`src/rtl/core_cascade_pkg.sv`:
```
// Types and constants shared between the block dispatcher and the per-core sequencers.
package core_cascade_pkg;

  localparam int unsigned BLOCK_ID_W = 8;

  typedef enum logic [1:0] {
    SEQ_IDLE,
    SEQ_ISSUE,
    SEQ_DRAIN,
    SEQ_DONE
  } seq_state_t;

endpackage

```
`src/rtl/core_block_sequencer.sv`:
```
// Per-core block sequencer: accepts one block, issues its threads, tracks retirement, holds done.
// Optional SEQ_PERF_EN adds a saturating block_cycles counter output.
module core_block_sequencer
  import core_cascade_pkg::*;
#(
  parameter int unsigned THREADS_PER_BLOCK = 4,
  localparam int unsigned LW = $clog2(THREADS_PER_BLOCK)
) (
  input  logic                         clk,
  input  logic                         reset,
  input  logic                         block_reset,
  input  logic                         start,
  input  logic [BLOCK_ID_W-1:0]        block_id,
  input  logic [LW:0]                  thread_count,
  output logic                         done,
  output logic                         thread_valid,
  input  logic                         thread_ready,
  output logic [LW-1:0]                thread_lane,
  output logic [BLOCK_ID_W+LW-1:0]     thread_gid,
  input  logic                         retire_valid,
  input  logic [LW-1:0]                retire_lane,
  output logic [THREADS_PER_BLOCK-1:0] active_mask,
  output logic                         retire_err
`ifdef SEQ_PERF_EN
  ,
  output logic [15:0]                  block_cycles
`endif
);

  localparam logic [LW:0] TpbCnt = THREADS_PER_BLOCK[LW:0];
  localparam logic [LW:0] CntOne = 1;

  seq_state_t                   state_q;
  logic [BLOCK_ID_W-1:0]        block_id_q;
  logic [LW:0]                  count_q;
  logic [LW:0]                  issue_cnt_q;
  logic [LW:0]                  retire_cnt_q;
  logic [THREADS_PER_BLOCK-1:0] active_mask_q;
  logic                         retire_err_q;
  logic                         done_q;
  logic                         thread_valid_q;
  logic [LW-1:0]                thread_lane_q;
  logic [BLOCK_ID_W+LW-1:0]     thread_gid_q;

  logic                         issue_fire;
  logic                         retire_ok;
  logic [LW-1:0]                issue_lane;
  logic [LW-1:0]                next_lane;
  logic [LW:0]                  issue_cnt_inc;
  logic [LW:0]                  retire_cnt_next;
  logic [LW:0]                  clamped_count;
  logic [THREADS_PER_BLOCK-1:0] mask_next;

  always_comb begin
    issue_lane    = issue_cnt_q[LW-1:0];
    next_lane     = issue_lane + 1'b1;
    issue_cnt_inc = issue_cnt_q + CntOne;
    issue_fire    = (state_q == SEQ_ISSUE) && thread_valid_q && thread_ready;
    retire_ok     = retire_valid && active_mask_q[retire_lane];
    clamped_count = (thread_count > TpbCnt) ? TpbCnt : thread_count;
    retire_cnt_next = retire_ok ? (retire_cnt_q + CntOne) : retire_cnt_q;
    // Retire is judged on the pre-issue mask, so retiring the lane issued this cycle is an error.
    mask_next = active_mask_q;
    if (retire_ok) begin
      mask_next[retire_lane] = 1'b0;
    end
    if (issue_fire) begin
      mask_next[issue_lane] = 1'b1;
    end
  end

  always_ff @(posedge clk) begin
    if (reset || block_reset) begin
      state_q        <= SEQ_IDLE;
      block_id_q     <= '0;
      count_q        <= '0;
      issue_cnt_q    <= '0;
      retire_cnt_q   <= '0;
      active_mask_q  <= '0;
      retire_err_q   <= 1'b0;
      done_q         <= 1'b0;
      thread_valid_q <= 1'b0;
      thread_lane_q  <= '0;
      thread_gid_q   <= '0;
    end else begin
      active_mask_q <= mask_next;
      retire_cnt_q  <= retire_cnt_next;
      if (retire_valid && !retire_ok) begin
        retire_err_q <= 1'b1;
      end
      unique case (state_q)
        SEQ_IDLE: begin
          if (start) begin
            block_id_q <= block_id;
            count_q    <= clamped_count;
            if (clamped_count == '0) begin
              state_q <= SEQ_DONE;
              done_q  <= 1'b1;
            end else begin
              state_q        <= SEQ_ISSUE;
              thread_valid_q <= 1'b1;
              thread_lane_q  <= '0;
              thread_gid_q   <= {block_id, {LW{1'b0}}};
            end
          end
        end
        SEQ_ISSUE: begin
          if (issue_fire) begin
            issue_cnt_q <= issue_cnt_inc;
            if (issue_cnt_inc == count_q) begin
              thread_valid_q <= 1'b0;
              thread_lane_q  <= '0;
              thread_gid_q   <= '0;
              if (retire_cnt_next == count_q) begin
                state_q <= SEQ_DONE;
                done_q  <= 1'b1;
              end else begin
                state_q <= SEQ_DRAIN;
              end
            end else begin
              thread_lane_q <= next_lane;
              thread_gid_q  <= {block_id_q, next_lane};
            end
          end
        end
        SEQ_DRAIN: begin
          if (retire_cnt_next == count_q) begin
            state_q <= SEQ_DONE;
            done_q  <= 1'b1;
          end
        end
        SEQ_DONE: begin
          state_q <= SEQ_DONE;
        end
        default: begin
          state_q <= SEQ_IDLE;
        end
      endcase
    end
  end

  assign done         = done_q;
  assign thread_valid = thread_valid_q;
  assign thread_lane  = thread_lane_q;
  assign thread_gid   = thread_gid_q;
  assign active_mask  = active_mask_q;
  assign retire_err   = retire_err_q;

`ifdef SEQ_PERF_EN
  logic [15:0] block_cycles_q;

  // An empty block reaches done on the very next edge, so it is loaded with 1 at acceptance.
  always_ff @(posedge clk) begin
    if (reset || block_reset) begin
      block_cycles_q <= '0;
    end else if (state_q == SEQ_IDLE) begin
      if (start) begin
        block_cycles_q <= (clamped_count == '0) ? 16'd1 : 16'd0;
      end
    end else if (state_q != SEQ_DONE && block_cycles_q != 16'hFFFF) begin
      block_cycles_q <= block_cycles_q + 16'd1;
    end
  end

  assign block_cycles = block_cycles_q;
`endif

endmodule

```
`config.mk`:
```
export PLATFORM = sky130hd
export DESIGN_NAME = core_block_sequencer
export DESIGN_NICKNAME = d
export VERILOG_FILES = /design/src/rtl/core_cascade_pkg.sv /design/src/rtl/core_block_sequencer.sv
export SDC_FILE = /design/constraint.sdc
export NUM_CORES = 1
export LEC_CHECK = 0
export BUFFER_PORTS_ARGS = -buffer_cell sky130_fd_sc_hd__buf_4
export CAP_MARGIN = 15
export CORE_MARGIN = 8
export CORE_UTILIZATION = 50
export CTS_BUF_LIST = sky130_fd_sc_hd__clkbuf_4
export DETAILED_ROUTE_END_ITERATION = 8
export PLACE_DENSITY = 0.79
export SLEW_MARGIN = 5
export SYNTH_ARGS = -nofsm -noshare
export SYNTH_HDL_FRONTEND = slang
export SYNTH_SLANG_ARGS = --single-unit
```
`constraint.sdc`:
```
create_clock -name clk -period 1.7 [get_ports clk]
set_input_delay 0.085 -clock clk [delete_from_list [all_inputs] [get_ports clk]]
set_output_delay 0.085 -clock clk [all_outputs]
set_load 0.03 [all_outputs]
```
==> run_summary.xml <==
<?xml version="1.0" encoding="UTF-8"?>
<metrics>
  <group name="yosys">
    <metric name="synth.area.top_cells" unit="">sky130_fd_sc_hd__dfxtp_1, sky130_fd_sc_hd__ha_1, sky130_fd_sc_hd__nand2_1</metric>
    <metric name="post-synth-top-count-cell" unit="">sky130_fd_sc_hd__dfxtp_1</metric>
    <metric name="synth.cells.most_frequent" unit="">sky130_fd_sc_hd__dfxtp_1, sky130_fd_sc_hd__nand2_1, sky130_fd_sc_hd__nor2_1</metric>
    <metric name="yosys_synthesis_warning_count" unit="">0</metric>
    <metric name="mapped_cell_area" unit="µm²">1760</metric>
    <metric name="synth.largest_area_cell" unit="">sky130_fd_sc_hd__dfxtp_1</metric>
    <metric name="ffs_w_async_s_r_synth" unit="%">0</metric>
    <metric name="synth_top_cell_area_share" unit="%">41.0</metric>
    <metric name="yosys_register_bits" unit="">36</metric>
    <metric name="synth-seq-area-share" unit="%">41.0</metric>
    <metric name="post_synth_num_cell_types" unit="">37</metric>
    <metric name="postSynthCellCount" unit="">201</metric>
    <metric name="edff_count_synth" unit="">0</metric>
    <metric name="postSynthNetCount" unit="">230</metric>
    <metric name="post_synth.cell_area_avg" unit="µm²">8.75</metric>
    <metric name="most_frequently_used_flop_master_after_synthesis" unit="">sky130_fd_sc_hd__dfxtp_1</metric>
  </group>
  <group name="setup_path">
    <metric name="timing.reg2reg.worst_path_depth" unit="">6</metric>
    <metric name="category_of_the_worst_setup_path_capture_point" unit="">flip-flop</metric>
    <metric name="worst_ep_required_time" unit="ps">1980</metric>
    <metric name="cp_cell_instances" unit="">mux2i_4 &gt; o22ai_4 &gt; mux2i_4 &gt; xor2_2 &gt; a31oi_4 &gt; a221oi_2</metric>
    <metric name="critical_path.slowest_cell" unit="">sky130_fd_sc_hd__dfxtp_4</metric>
    <metric name="r2r-start" unit="">active_mask[2]$_SDFF_PP0_</metric>
    <metric name="worst_setup_sp_type" unit="">flip-flop</metric>
    <metric name="r2r_end" unit="">state_q[0]$_SDFFE_PP0P_</metric>
    <metric name="max_stage_delay" unit="ps">370</metric>
    <metric name="crit_path_start" unit="">active_mask[2]$_SDFF_PP0_</metric>
    <metric name="endpoint" unit="">state_q[0]$_SDFFE_PP0P_</metric>
    <metric name="r2r_setup_slack" unit="ps">-160</metric>
    <metric name="cp.arrival" unit="ps">2140</metric>
    <metric name="critPathMaxFanout" unit="">3</metric>
    <metric name="worst_path_most_repeated_cell" unit="">sky130_fd_sc_hd__mux2i_4</metric>
    <metric name="worst-setup-path-type" unit="">flip-flop to flip-flop</metric>
  </group>
  <group name="placed_design">
    <metric name="gp_congestion" unit="">0.817</metric>
    <metric name="placement.io_buffers" unit="">37</metric>
    <metric name="detailedPlacementHpwl" unit="mm">3.20</metric>
    <metric name="total_cell_area_at_the_placement_stage" unit="µm²">2300</metric>
  </group>
  <group name="power">
    <metric name="ir_drop" unit="mV">0.635</metric>
    <metric name="power.clock.fraction" unit="%">23.4</metric>
    <metric name="switching_power" unit="mW">0.677</metric>
    <metric name="pwr-share-seq" unit="%">44.2</metric>
    <metric name="power_frac_comb" unit="%">32.4</metric>
    <metric name="static-leakage-power" unit="nW">1.15</metric>
    <metric name="internal_power" unit="mW">1.36</metric>
    <metric name="sw_frac_of_total" unit="%">33.3</metric>
    <metric name="p_per_area" unit="nW/µm²">724</metric>
  </group>
  <group name="final_layout">
    <metric name="antenna_cells" unit="">0</metric>
    <metric name="area_growth" unit="%">59.7</metric>
    <metric name="post_route_cells_drive_above_1_share" unit="%">49.5</metric>
    <metric name="final_net_count" unit="">313</metric>
    <metric name="finalInstanceArea" unit="µm²">2810</metric>
    <metric name="utilization" unit="%">83.6</metric>
  </group>
  <group name="grt">
    <metric name="pin_count_of_the_biggest_net_entering_global_routing" unit="">32</metric>
    <metric name="antenna_found_initial" unit="">0</metric>
    <metric name="grt-ovfl-total" unit="">0</metric>
    <metric name="grt_util_all_layers" unit="%">19.1</metric>
    <metric name="global_route_wire_length_before_repair" unit="mm">8.28</metric>
    <metric name="grt_pass1_vias" unit="">1879</metric>
  </group>
  <group name="worst_hold_path">
    <metric name="hp-start" unit="">thread_count[1]</metric>
    <metric name="worstHoldPathType" unit="">primary input to flip-flop</metric>
  </group>
  <group name="route">
    <metric name="post-route-drc-count" unit="">0</metric>
    <metric name="routed_wirelength" unit="mm">6.12</metric>
    <metric name="average_via_count_per_standard_cell" unit="">5.59</metric>
    <metric name="dr_total_vias" unit="">1851</metric>
    <metric name="antenna_violating_nets_post_route" unit="">0</metric>
    <metric name="drt_pass1_iterations" unit="">4</metric>
    <metric name="first_iter_violations" unit="">114</metric>
    <metric name="detail_route.wl_per_cell" unit="µm">18.5</metric>
  </group>
  <group name="die">
    <metric name="io_pins" unit="">38</metric>
    <metric name="fp.dieH" unit="µm">75.3</metric>
    <metric name="placeableCoreArea" unit="µm²">3360</metric>
    <metric name="effective_utilization_at_floorplan" unit="%">52.3</metric>
    <metric name="die_width" unit="µm">75.3</metric>
    <metric name="placementRows" unit="">21</metric>
    <metric name="dieArea" unit="µm²">5670</metric>
  </group>
  <group name="timing">
    <metric name="setup_repair_after_global_routing_missed_its_margin" unit="">true</metric>
    <metric name="fin_crit_share" unit="%">109</metric>
    <metric name="worst_clock_skew" unit="ps">12.0</metric>
    <metric name="setup_slack" unit="ps">-157</metric>
    <metric name="maxSlewHeadroom" unit="%">68.7</metric>
    <metric name="max_freq" unit="MHz">538</metric>
    <metric name="final-setup-viol-count" unit="">15</metric>
    <metric name="worstMarginPinSlew" unit="ps">469</metric>
    <metric name="timing.final.max_slew_violations" unit="">0</metric>
    <metric name="finalWorstPathRequiredPeriod" unit="ps">1860</metric>
    <metric name="timing_hold_violations_final" unit="">0</metric>
  </group>
  <group name="clock_tree">
    <metric name="tritoncts.num_buffers" unit="">5</metric>
    <metric name="cts_buffer_depth" unit="">2</metric>
    <metric name="h-tree-depth" unit="">2</metric>
    <metric name="worst_skew_pair.late_latency" unit="ps">360</metric>
    <metric name="clk_transition_reported_paths" unit="ps">120</metric>
    <metric name="tritoncts_clock_tree" unit="">yes</metric>
    <metric name="clkSinkCount" unit="">36</metric>
    <metric name="clk_root_buffer_cell" unit="">sky130_fd_sc_hd__clkbuf_4</metric>
  </group>
  <group name="run_status">
    <metric name="status" unit="">finished, violations left</metric>
    <metric name="failed_checks" unit="">negative setup slack</metric>
  </group>
  <group name="run">
    <metric name="timing.max_cap.violations" unit="">0</metric>
  </group>
</metrics>
-- cell usage in the layout, fill, tap and decap left out, drive strengths merged --
cell	n
and2	1
a221oi	9
inv	7
xnor2	4
a211o	1
a22oi	2
a21o	1
nor2b	1
o21ai	4
nand3	3
nor3	4
nand2	30
mux2i	4
ha	10
nor3b	8
xor2	4
a22o	1
clkinvlp	1
nor2	22
xor3	1
dlygate4sd3	10
o22ai	1
nor4	1
xnor3	1
a21oi	21
a31oi	1
mux2	1
o21bai	1
and3	2
clkinv	1
buf	78
dfxtp	36
nand3b	2
nand2b	2
or2	3
clkbuf	6
-- metrics by stage --
| step | TNS (ps) | power [mW] | instances | hold WS [ps] | setup slack, ps |
|---|---|---|---|---|---|
| 2_1_floorplan | -307 | 1.19 | 201 | 221 | -72.6 |
| 3_3_place_gp | -890 | 1.34 | 304 | 342 | -93.2 |
| 3_5_place_dp | -1460 | 1.35 | 304 | 351 | -207 |
| 4_1_cts | -874 | 1.93 | 328 | 2.68 | -89.9 |
| 5_1_grt | -2290 | 2.11 | 331 | 18.9 | -226 |
| 6_report | -1430 | 2.03 | 331 | 29.1 | -157 |
-- power groups by stage --
stage / Sequential, mW / Combinational (mW) / Clock, mW
floorplan: 0.937 / 0.251 / 0
global placement: 0.909 / 0.431 / 0
detailed placement: 0.910 / 0.440 / 0
CTS: 0.896 / 0.565 / 0.466
global route: 0.903 / 0.695 / 0.510
finish: 0.899 / 0.658 / 0.476
-- state kept, by name, indices dropped and copies added (netlist names) --
name / cells
state_q: 2
count_q: 3
thread_lane: 1
retire_cnt_q: 3
issue_cnt_q: 3
thread_valid: 1
thread_gid: 9
block_id_q: 8
active_mask: 4
done: 1
retire_err: 1
-- area by class of cell --
| class | instances | area [µm²] |
|---|---|---|
| inverters | 7 | 28.8 |
| repair buffers | 88 | 708 |
| well taps | 46 | 57.6 |
| multi-input cells | 146 | 1220 |
| clock buffers | 6 | 45.0 |
| clock inverters | 2 | 11.3 |
| flip-flops and latches | 36 | 738 |
| fillers | 201 | 553 |
-- worst min path at each step --
| stage | end | slack, ps | cells after the start |
|---|---|---|---|
| finish | count_q[1]$_SDFFE_PP0P_ | 30 | 3 |
| global route | count_q[1]$_SDFFE_PP0P_ | 20 | 3 |
| CTS | block_id_q[6]$_SDFFE_PP0P_ | 3 | 3 |
| detailed placement | block_id_q[3]$_SDFFE_PP0P_ | 350 | 3 |
| global placement | retire_err$_SDFFE_PP0P_ | 340 | 3 |
| floorplan | block_id_q[0]$_SDFFE_PP0P_ | 220 | 2 |
-- critical path, delay by kind of cell (launching register included) --
| family | cells | cell delay [ps] |
|---|---|---|
| flip-flops | 1 | 370 |
| multiplexers | 2 | 410 |
| AO/OA/AOI/OAI | 3 | 670 |
| XOR/XNOR | 1 | 320 |
-- timing repair --
item / in CTS / in global routing
endpoints found under the hold margin: 9 / 1
buffers inserted: 6 / 2
setup endpoints to repair: 14 / 15
hold buffers: 9 / 1
cloned: 1 / 0
gates resized for setup: 39 / 18
pin swaps: 19 / 7
-- routing by layer --
metal | wire [µm] | GRT usage [%] | vias up
li1 | - | - | 849
met1 | 2210 | 20.5 | 883
met2 | 3170 | 34.0 | 89
met3 | 411 | 5.66 | 30
met4 | 321 | 8.10 | 0
met5 | 0 | 0 | -
-- cell families (layout without fill, tap and decap cells) --
logic type                 count (synthesis)  count (layout)  share of synthesized area (%)
adders and majority gates                 10              10                           7.11
buffers and inverters                     19             103                           4.48
DFF                                       36              36                           41.0
AOI/OAI and AO/OA                         42              42                           16.1
xor gates and xnor gates                  10              10                           6.83
and+or+nand+nor                           79              79                           21.6
muxes                                      5               5                           2.92
No activity file was read; power rests on OpenSTA's default activity.
